**src/rtl/ring_sweep_pkg.sv**
```systemverilog
// Shared types and helpers for the ring-oscillator sweep sequencer.
// Ring index k (0 = ring 005 ... 5 = ring 197) maps to select bit (NUM_RINGS-1-k).
package ring_sweep_pkg;

  localparam int NUM_RINGS = 6;

  typedef enum logic [2:0] {
    ST_IDLE,
    ST_SELECT,
    ST_GATE,
    ST_REPORT,
    ST_DONE
  } state_t;

  typedef struct packed {
    logic       found;
    logic [2:0] idx;
  } bit_search_t;

  function automatic logic [NUM_RINGS-1:0] idx_to_sel(input logic [2:0] idx);
    logic [NUM_RINGS-1:0] sel;
    sel = '0;
    for (int k = 0; k < NUM_RINGS; k++) begin
      if (idx == 3'(k)) sel[NUM_RINGS-1-k] = 1'b1;
    end
    return sel;
  endfunction

  // Lowest set bit of mask at or above position 'from'; 'from' may be NUM_RINGS (nothing left).
  function automatic bit_search_t next_set_bit(input logic [NUM_RINGS-1:0] mask,
                                               input logic [3:0]           from);
    bit_search_t res;
    res = '0;
    for (int k = NUM_RINGS - 1; k >= 0; k--) begin
      if (mask[k] && (4'(k) >= from)) begin
        res.found = 1'b1;
        res.idx   = 3'(k);
      end
    end
    return res;
  endfunction

endpackage

```
**src/rtl/ring_edge_sync.sv**
```systemverilog
// Brings the asynchronous ring output into the i_clk domain and emits a one-cycle
// pulse per rising edge. Only meaningful for ring frequencies below i_clk/2.
module ring_edge_sync (
  input  logic i_clk,
  input  logic i_rst,
  input  logic i_async,
  output logic o_pulse
);

  logic meta_d, meta_q;
  logic sync_d, sync_q;
  logic prev_d, prev_q;

  always_comb begin
    meta_d = i_async;
    sync_d = meta_q;
    prev_d = sync_q;
  end

  always_ff @(posedge i_clk) begin
    if (i_rst) begin
      meta_q <= 1'b0;
      sync_q <= 1'b0;
      prev_q <= 1'b0;
    end else begin
      meta_q <= meta_d;
      sync_q <= sync_d;
      prev_q <= prev_d;
    end
  end

  assign o_pulse = sync_q & ~prev_q;

endmodule

```
**src/rtl/ring_sweep.sv**
```systemverilog
// Ring-oscillator measurement sequencer: select each enabled ring, settle, count edges over a gate.
// Define RING_SWEEP_CONT_EN for continuous sweeping; then i_start while busy stops after the current report.
module ring_sweep
  import ring_sweep_pkg::*;
#(
  parameter int pGATE_LOG2 = 10,
  parameter int pSETTLE    = 16,
  parameter int pCNT_W     = 16
) (
  input  logic              i_clk,
  input  logic              i_rst,
  input  logic              i_start,
  input  logic [5:0]        i_mask,
  output logic [5:0]        o_sel,
  input  logic              i_ring,
  output logic              o_busy,
  output logic              o_valid,
  input  logic              i_ready,
  output logic [2:0]        o_idx,
  output logic [pCNT_W-1:0] o_count,
  output logic              o_done
);

  localparam int GATE_LEN = 1 << pGATE_LOG2;
  localparam int SETTLE_W = $clog2(pSETTLE + 1);
  localparam int TMR_W    = ((pGATE_LOG2 > SETTLE_W) ? pGATE_LOG2 : SETTLE_W) + 1;

  state_t              state_d, state_q;
  logic [2:0]          idx_d, idx_q;
  logic [5:0]          mask_d, mask_q;
  logic [TMR_W-1:0]    tmr_d, tmr_q;
  logic [pCNT_W-1:0]   cnt_d, cnt_q;
  logic [5:0]          sel_d, sel_q;
  logic                busy_d, busy_q;
  logic                valid_d, valid_q;
  logic                done_d, done_q;

  logic                edge_pulse;
  logic                stop_req;
  bit_search_t         start_bit;
  bit_search_t         later_bit;

  ring_edge_sync u_edge_sync (
    .i_clk   (i_clk),
    .i_rst   (i_rst),
    .i_async (i_ring),
    .o_pulse (edge_pulse)
  );

  assign start_bit = next_set_bit(i_mask, 4'd0);
  assign later_bit = next_set_bit(mask_q, {1'b0, idx_q} + 4'd1);

`ifdef RING_SWEEP_CONT_EN
  logic        stop_d, stop_q;
  bit_search_t first_bit;

  assign first_bit = next_set_bit(mask_q, 4'd0);
  assign stop_req  = stop_q | i_start;

  always_comb begin
    stop_d = (state_q == ST_IDLE) ? 1'b0 : stop_req;
  end

  always_ff @(posedge i_clk) begin
    if (i_rst) stop_q <= 1'b0;
    else       stop_q <= stop_d;
  end
`else
  assign stop_req = 1'b0;
`endif

  always_comb begin
    state_d = state_q;
    idx_d   = idx_q;
    mask_d  = mask_q;
    tmr_d   = tmr_q;
    cnt_d   = cnt_q;

    case (state_q)
      ST_IDLE: begin
        tmr_d = '0;
        if (i_start) begin
          mask_d = i_mask;
          if (start_bit.found) begin
            state_d = ST_SELECT;
            idx_d   = start_bit.idx;
          end else begin
            state_d = ST_DONE;
          end
        end
      end
      // o_sel lags the state by one cycle, so settling runs pSETTLE+1 state cycles.
      ST_SELECT: begin
        cnt_d = '0;
        if (tmr_q == TMR_W'(pSETTLE)) begin
          tmr_d   = '0;
          state_d = ST_GATE;
        end else begin
          tmr_d = tmr_q + 1'b1;
        end
      end
      ST_GATE: begin
        if (edge_pulse && (cnt_q != {pCNT_W{1'b1}})) cnt_d = cnt_q + 1'b1;
        if (tmr_q == TMR_W'(GATE_LEN - 1)) begin
          tmr_d   = '0;
          state_d = ST_REPORT;
        end else begin
          tmr_d = tmr_q + 1'b1;
        end
      end
      ST_REPORT: begin
        if (valid_q && i_ready) begin
          if (later_bit.found && !stop_req) begin
            state_d = ST_SELECT;
            idx_d   = later_bit.idx;
          end else begin
            state_d = ST_DONE;
          end
        end
      end
      ST_DONE: begin
`ifdef RING_SWEEP_CONT_EN
        if (!stop_req && first_bit.found) begin
          state_d = ST_SELECT;
          idx_d   = first_bit.idx;
        end else begin
          state_d = ST_IDLE;
        end
`else
        state_d = ST_IDLE;
`endif
      end
      default: state_d = ST_IDLE;
    endcase

    busy_d  = (state_q != ST_IDLE);
    sel_d   = (state_q inside {ST_SELECT, ST_GATE, ST_REPORT}) ? idx_to_sel(idx_q) : 6'b0;
    valid_d = (state_q == ST_REPORT) && !(valid_q && i_ready);
    done_d  = (state_q == ST_DONE);
  end

  always_ff @(posedge i_clk) begin
    if (i_rst) begin
      state_q <= ST_IDLE;
      idx_q   <= '0;
      mask_q  <= '0;
      tmr_q   <= '0;
      cnt_q   <= '0;
      sel_q   <= '0;
      busy_q  <= 1'b0;
      valid_q <= 1'b0;
      done_q  <= 1'b0;
    end else begin
      state_q <= state_d;
      idx_q   <= idx_d;
      mask_q  <= mask_d;
      tmr_q   <= tmr_d;
      cnt_q   <= cnt_d;
      sel_q   <= sel_d;
      busy_q  <= busy_d;
      valid_q <= valid_d;
      done_q  <= done_d;
    end
  end

  assign o_sel   = sel_q;
  assign o_busy  = busy_q;
  assign o_valid = valid_q;
  assign o_idx   = idx_q;
  assign o_count = cnt_q;
  assign o_done  = done_q;

endmodule

```
**config.mk**
```make
export PLATFORM = sky130hd
export DESIGN_NAME = ring_sweep
export DESIGN_NICKNAME = d
export VERILOG_FILES = /design/src/rtl/ring_sweep_pkg.sv /design/src/rtl/ring_edge_sync.sv /design/src/rtl/ring_sweep.sv
export SDC_FILE = /design/constraint.sdc
export NUM_CORES = 1
export LEC_CHECK = 0
export ABC_AREA = 1
export CAP_MARGIN = 10
export CORE_UTILIZATION = 52
export DETAILED_ROUTE_END_ITERATION = 6
export PLACE_DENSITY = 0.77
export REMOVE_ABC_BUFFERS = 1
export SLEW_MARGIN = 20
export SYNTH_ARGS = -nofsm -noshare
export SYNTH_HDL_FRONTEND = slang
export SYNTH_HIERARCHICAL = 1
export SYNTH_SLANG_ARGS = --single-unit
```
**constraint.sdc**
```tcl
create_clock -name i_clk -period 2.26 [get_ports i_clk]
set_input_delay 0.678 -clock i_clk [delete_from_list [all_inputs] [get_ports i_clk]]
set_output_delay 0.678 -clock i_clk [all_outputs]
set_load 0.1 [all_outputs]
```
==> results of run 1 <==
metal layers:
metal	track usage [%]	vias up	routed length [um]
li1	-	1458	-
met1	31.6	1243	2940
met2	43.2	61	3170
met3	4.69	8	228
met4	6.08	0	61
met5	0	-	0
flip-flops by register name, summed over array words and instances (netlist names):
name,count
mask_q,6
o_busy,1
o_count,16
o_done,1
o_idx,3
o_sel,6
o_valid,1
state_q,3
tmr_q,11
u_edge_sync/meta_q,1
u_edge_sync/prev_d,1
u_edge_sync/prev_q,1
logic make-up (layout without fill, tap and decap cells):
group                    Yosys count  in the layout  share of synthesized area [%]
XOR/XNOR                           4              4                           1.26
buffers and inverters             67            116                           9.68
AO/OA/AOI/OAI                     55             55                           11.2
AND/OR/NAND/NOR                  241            241                           37.6
adder cells (fa/ha/maj)            8              8                           3.60
flip-flops                        51             51                           36.7
per-stage QoR:
step | setup TNS (ns) | power [mW] | util (%) | cell area [sq um] | hold WS, ns
final | 0 | 3.38 | 68.2 | 3510 | 0.410
after global routing | 0 | 3.62 | 68.2 | 3510 | 0.450
after CTS | 0 | 3.39 | 68.2 | 3510 | 0.412
after detailed placement | 0 | 2.63 | 65.6 | 3370 | 0.396
after global placement | 0 | 2.60 | 65.6 | 3370 | 0.396
after floorplan | -2.17 | 2.21 | - | 2740 | 0.388
placed cells by master, fill, tap and decap left out, drive strengths merged:
master,instances
nor3,7
clkdlybuf4s50,10
dfxtp,51
nand3b,1
nand4,13
nand3,38
a31oi,1
clkinvlp,1
a21o,3
bufinv,2
inv,61
o211ai,3
buf,37
a211oi,1
a21oi,28
clkbuf,5
nor2,67
o21ai,17
o21bai,2
or2,3
ha,8
xor2,4
nand2,110
nor3b,1
nor4,1
worst paths after layout:
path | start | end | slack, ns | cells past startpoint
hold / removal | u_edge_sync/meta_q | u_edge_sync/prev_d | 0.41 | 2
setup reg to reg | o_idx[2] | o_idx[0] | 0.27 | 10
hold reg to reg | u_edge_sync/meta_q | u_edge_sync/prev_d | 0.41 | 2
setup / recovery | o_idx[2] | o_idx[0] | 0.27 | 10
final cells by class:
class	count	area [sq um]	share of cell area [%]
timing repair buffer	47	541	15.4
clock buffer	5	68.8	1.96
multi-input combinational	308	1490	42.5
tap	70	87.6	2.50
sequential	51	1020	29.1
clock inverter	3	67.6	1.93
inverter	61	231	6.60
worst reg2reg max path, cell delays in order, from the launching register on:
cell and delay, ns:
dfxtp_1 0.42, inv_1 0.16, ha_1 0.38, o21ai_0 0.24, nand2_1 0.09, nand2_1 0.11
nand3_1 0.11, nand3_1 0.20, nand2_1 0.09, nand2_1 0.07, nor2_1 0.04
power groups by stage:
stage               sequential (mW)  combinational [mW]  clock [mW]
floorplan                      1.51               0.698           0
global placement               1.11                1.49           0
detailed placement             1.11                1.52           0
CTS                            1.09                1.52       0.778
global route                   1.11                1.69       0.816
finish                         1.09                1.53       0.759
==> summary.md, run 1 <==
| Metric | Value |
|---|---|
| Status | complete, no violations |
| CP delay by family, top | simple AND/OR/NAND/NOR gates |
| Nets | 493 |
| Die width | 75.1 um |
| Drt wl/cell | 11.7 um |
| CTS H-tree depth | 2 |
| Crit path DAT | 2.20 ns |
| Via count | 2770 |
| Switching pwr | 1.51 mW |
| # setup viols final | 0 |
| Worst slack at placement | 0.0449 ns |
| Die ar. | 0.00564 sq mm |
| Syn avg cell area | 6.52 sq um |
| Register area share after synthesis | 36.7% |
| Vias in the first global route | 2461 |
| Filler cells | 446 |
| #FFs+latches synth | 51 |
| Die Y | 75.1 um |
| Fmax | 501 MHz |
| # diodes | 0 |
| HP Class | register to register |
| DR iter-0 viols | 218 |
| Syn Inst Count | 426 |
| Pleak | 1.54 nW |
| Hpwl dp | 4820 um |
| Initial antenna violation count | 0 |
| Startpoint Class | register |
| Post-CTS sizing | 0 |
| Worst Path Required | 2.47 ns |
| CTS root buf | clkbuf_8 |
| Post-synth EDFFs | 0 |
| DRC Markers | 0 |
| Critical path, cell by cell | inv_1 > ha_1 > o21ai_0 > nand2_1 > nand2_1 > nand3_1 > nand3_1 > nand2_1 > nand2_1 > nor2_1 |
| GRT Total Usage | 24.8% |
| Worst stage delay on the critical path | 0.42 ns |
| Combinational fraction of design power | 45.2% |
| Fraction of layout cells with a size suffix above 1 | 12.8% |
| CTS max path bufs | 2 |
| Max FO, Critical Path | 6 |
| Core area | 0.00514 sq mm |
| Post-synth top area share | 36.7% |
| YS warnings | 6 |
| Clock Power Share | 22.5% |
| Drt first pass iters | 4 |
| Total grt overflow | 0 |
| Clock-pin transition on the worst setup and hold timing paths | 0.10 ns |
| Port Buffers | 38 |
| Setup Buffers After CTS | 0 |
| First-pass GRT wire length | 10900 um |
| Slew @ Worst Pin | 0.411 ns |
| Worst slew margin | 72.4% |
| Critical Path End Type | register |
| Final ANT Viol Nets | 0 |
| Pwr per Cell Area | 963 mW/mm^2 |
| Initial Utilization | 54.1% |
| Crit path buffers/inverters | 1 |
| Clock Sinks | 51 |
| Crit Path Class | register to register |
| CTS tree | done |
| Max-cap viol count | 0 |
| Top cells by area, synth | dfxtp_1, nand2_1, nor2_1, inv_1, nand3_1 |
| Hold bufs inserted after CTS | 0 |
| Synthesis-to-finish area growth | 26.2% |
| CTS Buf Count | 5 |
| Final worst slack | 0.265 ns |
| Worst Skew | 0.00674 ns |
| Synth cell count leaders | nand2_1, nor2_1, inv_1, dfxtp_1, nand3_1 |
| RSZ-0062 raised after global routing | false |
| Largest net degree at the start of global routing | 27 |
| Placed cells | 537 |
| Final cell count without fillers | 545 |
| Mapped Area | 0.00278 sq mm |
| Drt total wl | 6390 um |
| Top-count cell post-synth | nand2_1 |
| Max-slew violation count | 0 |
| Peak supply drop | 0.670 mV |
| Synth unique cells | 31 |
| Internal | 1.86 mW |
| Final worst path period share | 88.3% |
| CP dominant cell by count | nand2_1 |
| Switching Fraction | 44.8% |
| Hold Vio Cnt, Final | 0 |
| Global placement routability congestion | 0.905 |
| Reg power frac | 32.4% |
| Minimum clock period | 1.99 ns |
| Main synth FF type | dfxtp_1 |
| Via/cell ratio | 5.08 |
| I/O pin total | 39 |
| Async S/R FF share, synth | 0% |
| Top cell type by total area after synthesis | dfxtp_1 |
| Slowest-stage cell, CP | dfxtp_1 |
| Row count | 26 |
| Clk_lat worst skew | 0.30 ns |
No activity file was read; power rests on OpenSTA's default activity.
==> inputs of run 2 (changes only) <==
Settings changed: CORE_ASPECT_RATIO set to 1.5.
==> summary.md, run 2 (synthesis results as in run 1) <==
| Metric | Value |
|---|---|
| Critical Path End Type | register |
| Pwr per Cell Area | 939 mW/mm^2 |
| Core area | 0.00512 sq mm |
| Global placement routability congestion | 0.908 |
| Status | complete, no violations |
| Switching Fraction | 45.3% |
| Via count | 2864 |
| Worst stage delay on the critical path | 0.42 ns |
| # setup viols final | 0 |
| Via/cell ratio | 5.26 |
| Hpwl dp | 5110 um |
| # diodes | 0 |
| Critical path, cell by cell | inv_1 > ha_1 > o21ai_0 > nand2_1 > nand2_1 > nand3_1 > nand3_1 > nand2_1 > nand2_1 > nor2_1 |
| Worst Skew | 0.0105 ns |
| Clk_lat worst skew | 0.31 ns |
| CTS H-tree depth | 2 |
| Die ar. | 0.00565 sq mm |
| Final worst path period share | 89.1% |
| Final cell count without fillers | 545 |
| Fmax | 496 MHz |
| GRT Total Usage | 25.9% |
| Slew @ Worst Pin | 0.410 ns |
| Drt wl/cell | 12.2 um |
| Nets | 495 |
| Crit Path Class | register to register |
| Switching pwr | 1.50 mW |
| DR iter-0 viols | 179 |
| Largest net degree at the start of global routing | 27 |
| Die Y | 91.5 um |
| Row count | 32 |
| Post-CTS sizing | 0 |
| Port Buffers | 38 |
| Hold bufs inserted after CTS | 0 |
| Max-cap viol count | 0 |
| Peak supply drop | 0.734 mV |
| CTS tree | done |
| Combinational fraction of design power | 47.3% |
| CP delay by family, top | simple AND/OR/NAND/NOR gates |
| Total grt overflow | 0 |
| Worst slew margin | 72.4% |
| Pleak | 1.56 nW |
| First-pass GRT wire length | 11200 um |
| Initial antenna violation count | 0 |
| Max FO, Critical Path | 6 |
| Die width | 61.7 um |
| Crit path buffers/inverters | 1 |
| CTS max path bufs | 2 |
| Crit path DAT | 2.22 ns |
| Slowest-stage cell, CP | dfxtp_1 |
| Commonest non-fill, non-tap cell in the layout | nand2_1 |
| Max reg flops | 16 |
| Clock Power Share | 19.8% |
| Drt total wl | 6640 um |
| Placed cells | 537 |
| Most frequent cells in the layout | nand2_1, nor2_1, inv_1 |
| Max-slew violation count | 0 |
| Final ANT Viol Nets | 0 |
| Synthesis-to-finish area growth | 27.3% |
| DRC Markers | 0 |
| Worst Path Required | 2.46 ns |
| I/O pin total | 39 |
| Drt first pass iters | 4 |
| Clock Sinks | 51 |
| Setup Buffers After CTS | 0 |
| Internal | 1.82 mW |
| HP Class | register to register |
| Startpoint Class | register |
| Minimum clock period | 2.01 ns |
| Total Power | 3.32 mW |
| Clock-pin transition on the worst setup and hold timing paths | 0.09 ns |
| Hold Vio Cnt, Final | 0 |
| Fraction of layout cells with a size suffix above 1 | 13.2% |
| RSZ-0062 raised after global routing | false |
| Vias in the first global route | 2672 |
| Reg power frac | 32.9% |
| CP dominant cell by count | nand2_1 |
| Setup TNS Final | 0 ns |
| Initial Utilization | 54.2% |
| CTS Buf Count | 5 |
| CTS root buf | clkbuf_8 |
==> run 2: metrics by stage <==
step,hold WS [ns],setup WS [ns],utilization (%),instance area [sq um]
after floorplan,0.388,-0.263,-,2740
after global placement,0.391,0.125,66.7,3420
after detailed placement,0.402,0.0318,66.7,3420
after CTS,0.415,0.258,69.0,3540
after global routing,0.454,0.104,69.0,3540
final,0.413,0.245,69.0,3540
==> run 2: worst paths after layout <==
kind / from / endpoint / slack [ns] / cells past startpoint
worst max register to register: o_idx[2] / o_idx[0] / 0.25 / 10
worst max-delay path: o_idx[2] / o_idx[0] / 0.25 / 10
worst min register to register: u_edge_sync/meta_q / u_edge_sync/prev_d / 0.41 / 2
worst min-delay path: u_edge_sync/meta_q / u_edge_sync/prev_d / 0.41 / 2
==> run 2: routing by layer <==
metal  routed length, um  part of all wire, %  track usage, %
met1                2610                   39            28.1
met2                3580                   54            45.4
met3                 175                  2.6            4.42
met4                 269                  4.1            13.3
met5                   0                    0               0
==> run 2: power by group through the flow <==
| stage | Combinational, mW | Clock [mW] | Sequential (mW) |
|---|---|---|---|
| 2_1_floorplan | 0.698 | 0 | 1.51 |
| 3_3_place_gp | 1.54 | 0 | 1.11 |
| 3_5_place_dp | 1.57 | 0 | 1.11 |
| 4_1_cts | 1.58 | 0.666 | 1.09 |
| 5_1_grt | 1.73 | 0.704 | 1.11 |
| 6_report | 1.57 | 0.657 | 1.09 |
==> run 2: area by class of cell <==
class / instances / area [sq um]
clock buffers: 6 / 82.6
clock inverters: 2 / 35.0
fillers: 485 / 1590
inverters: 61 / 231
multi-input cells: 308 / 1490
flip-flops and latches: 51 / 1020
well taps: 68 / 85.1
repair buffers: 49 / 593
==> run 2: worst min-delay path, stage by stage, from the launching register on <==
cell     delay, ns
dfxtp_1       0.31
inv_1         0.04
nor2_1        0.03
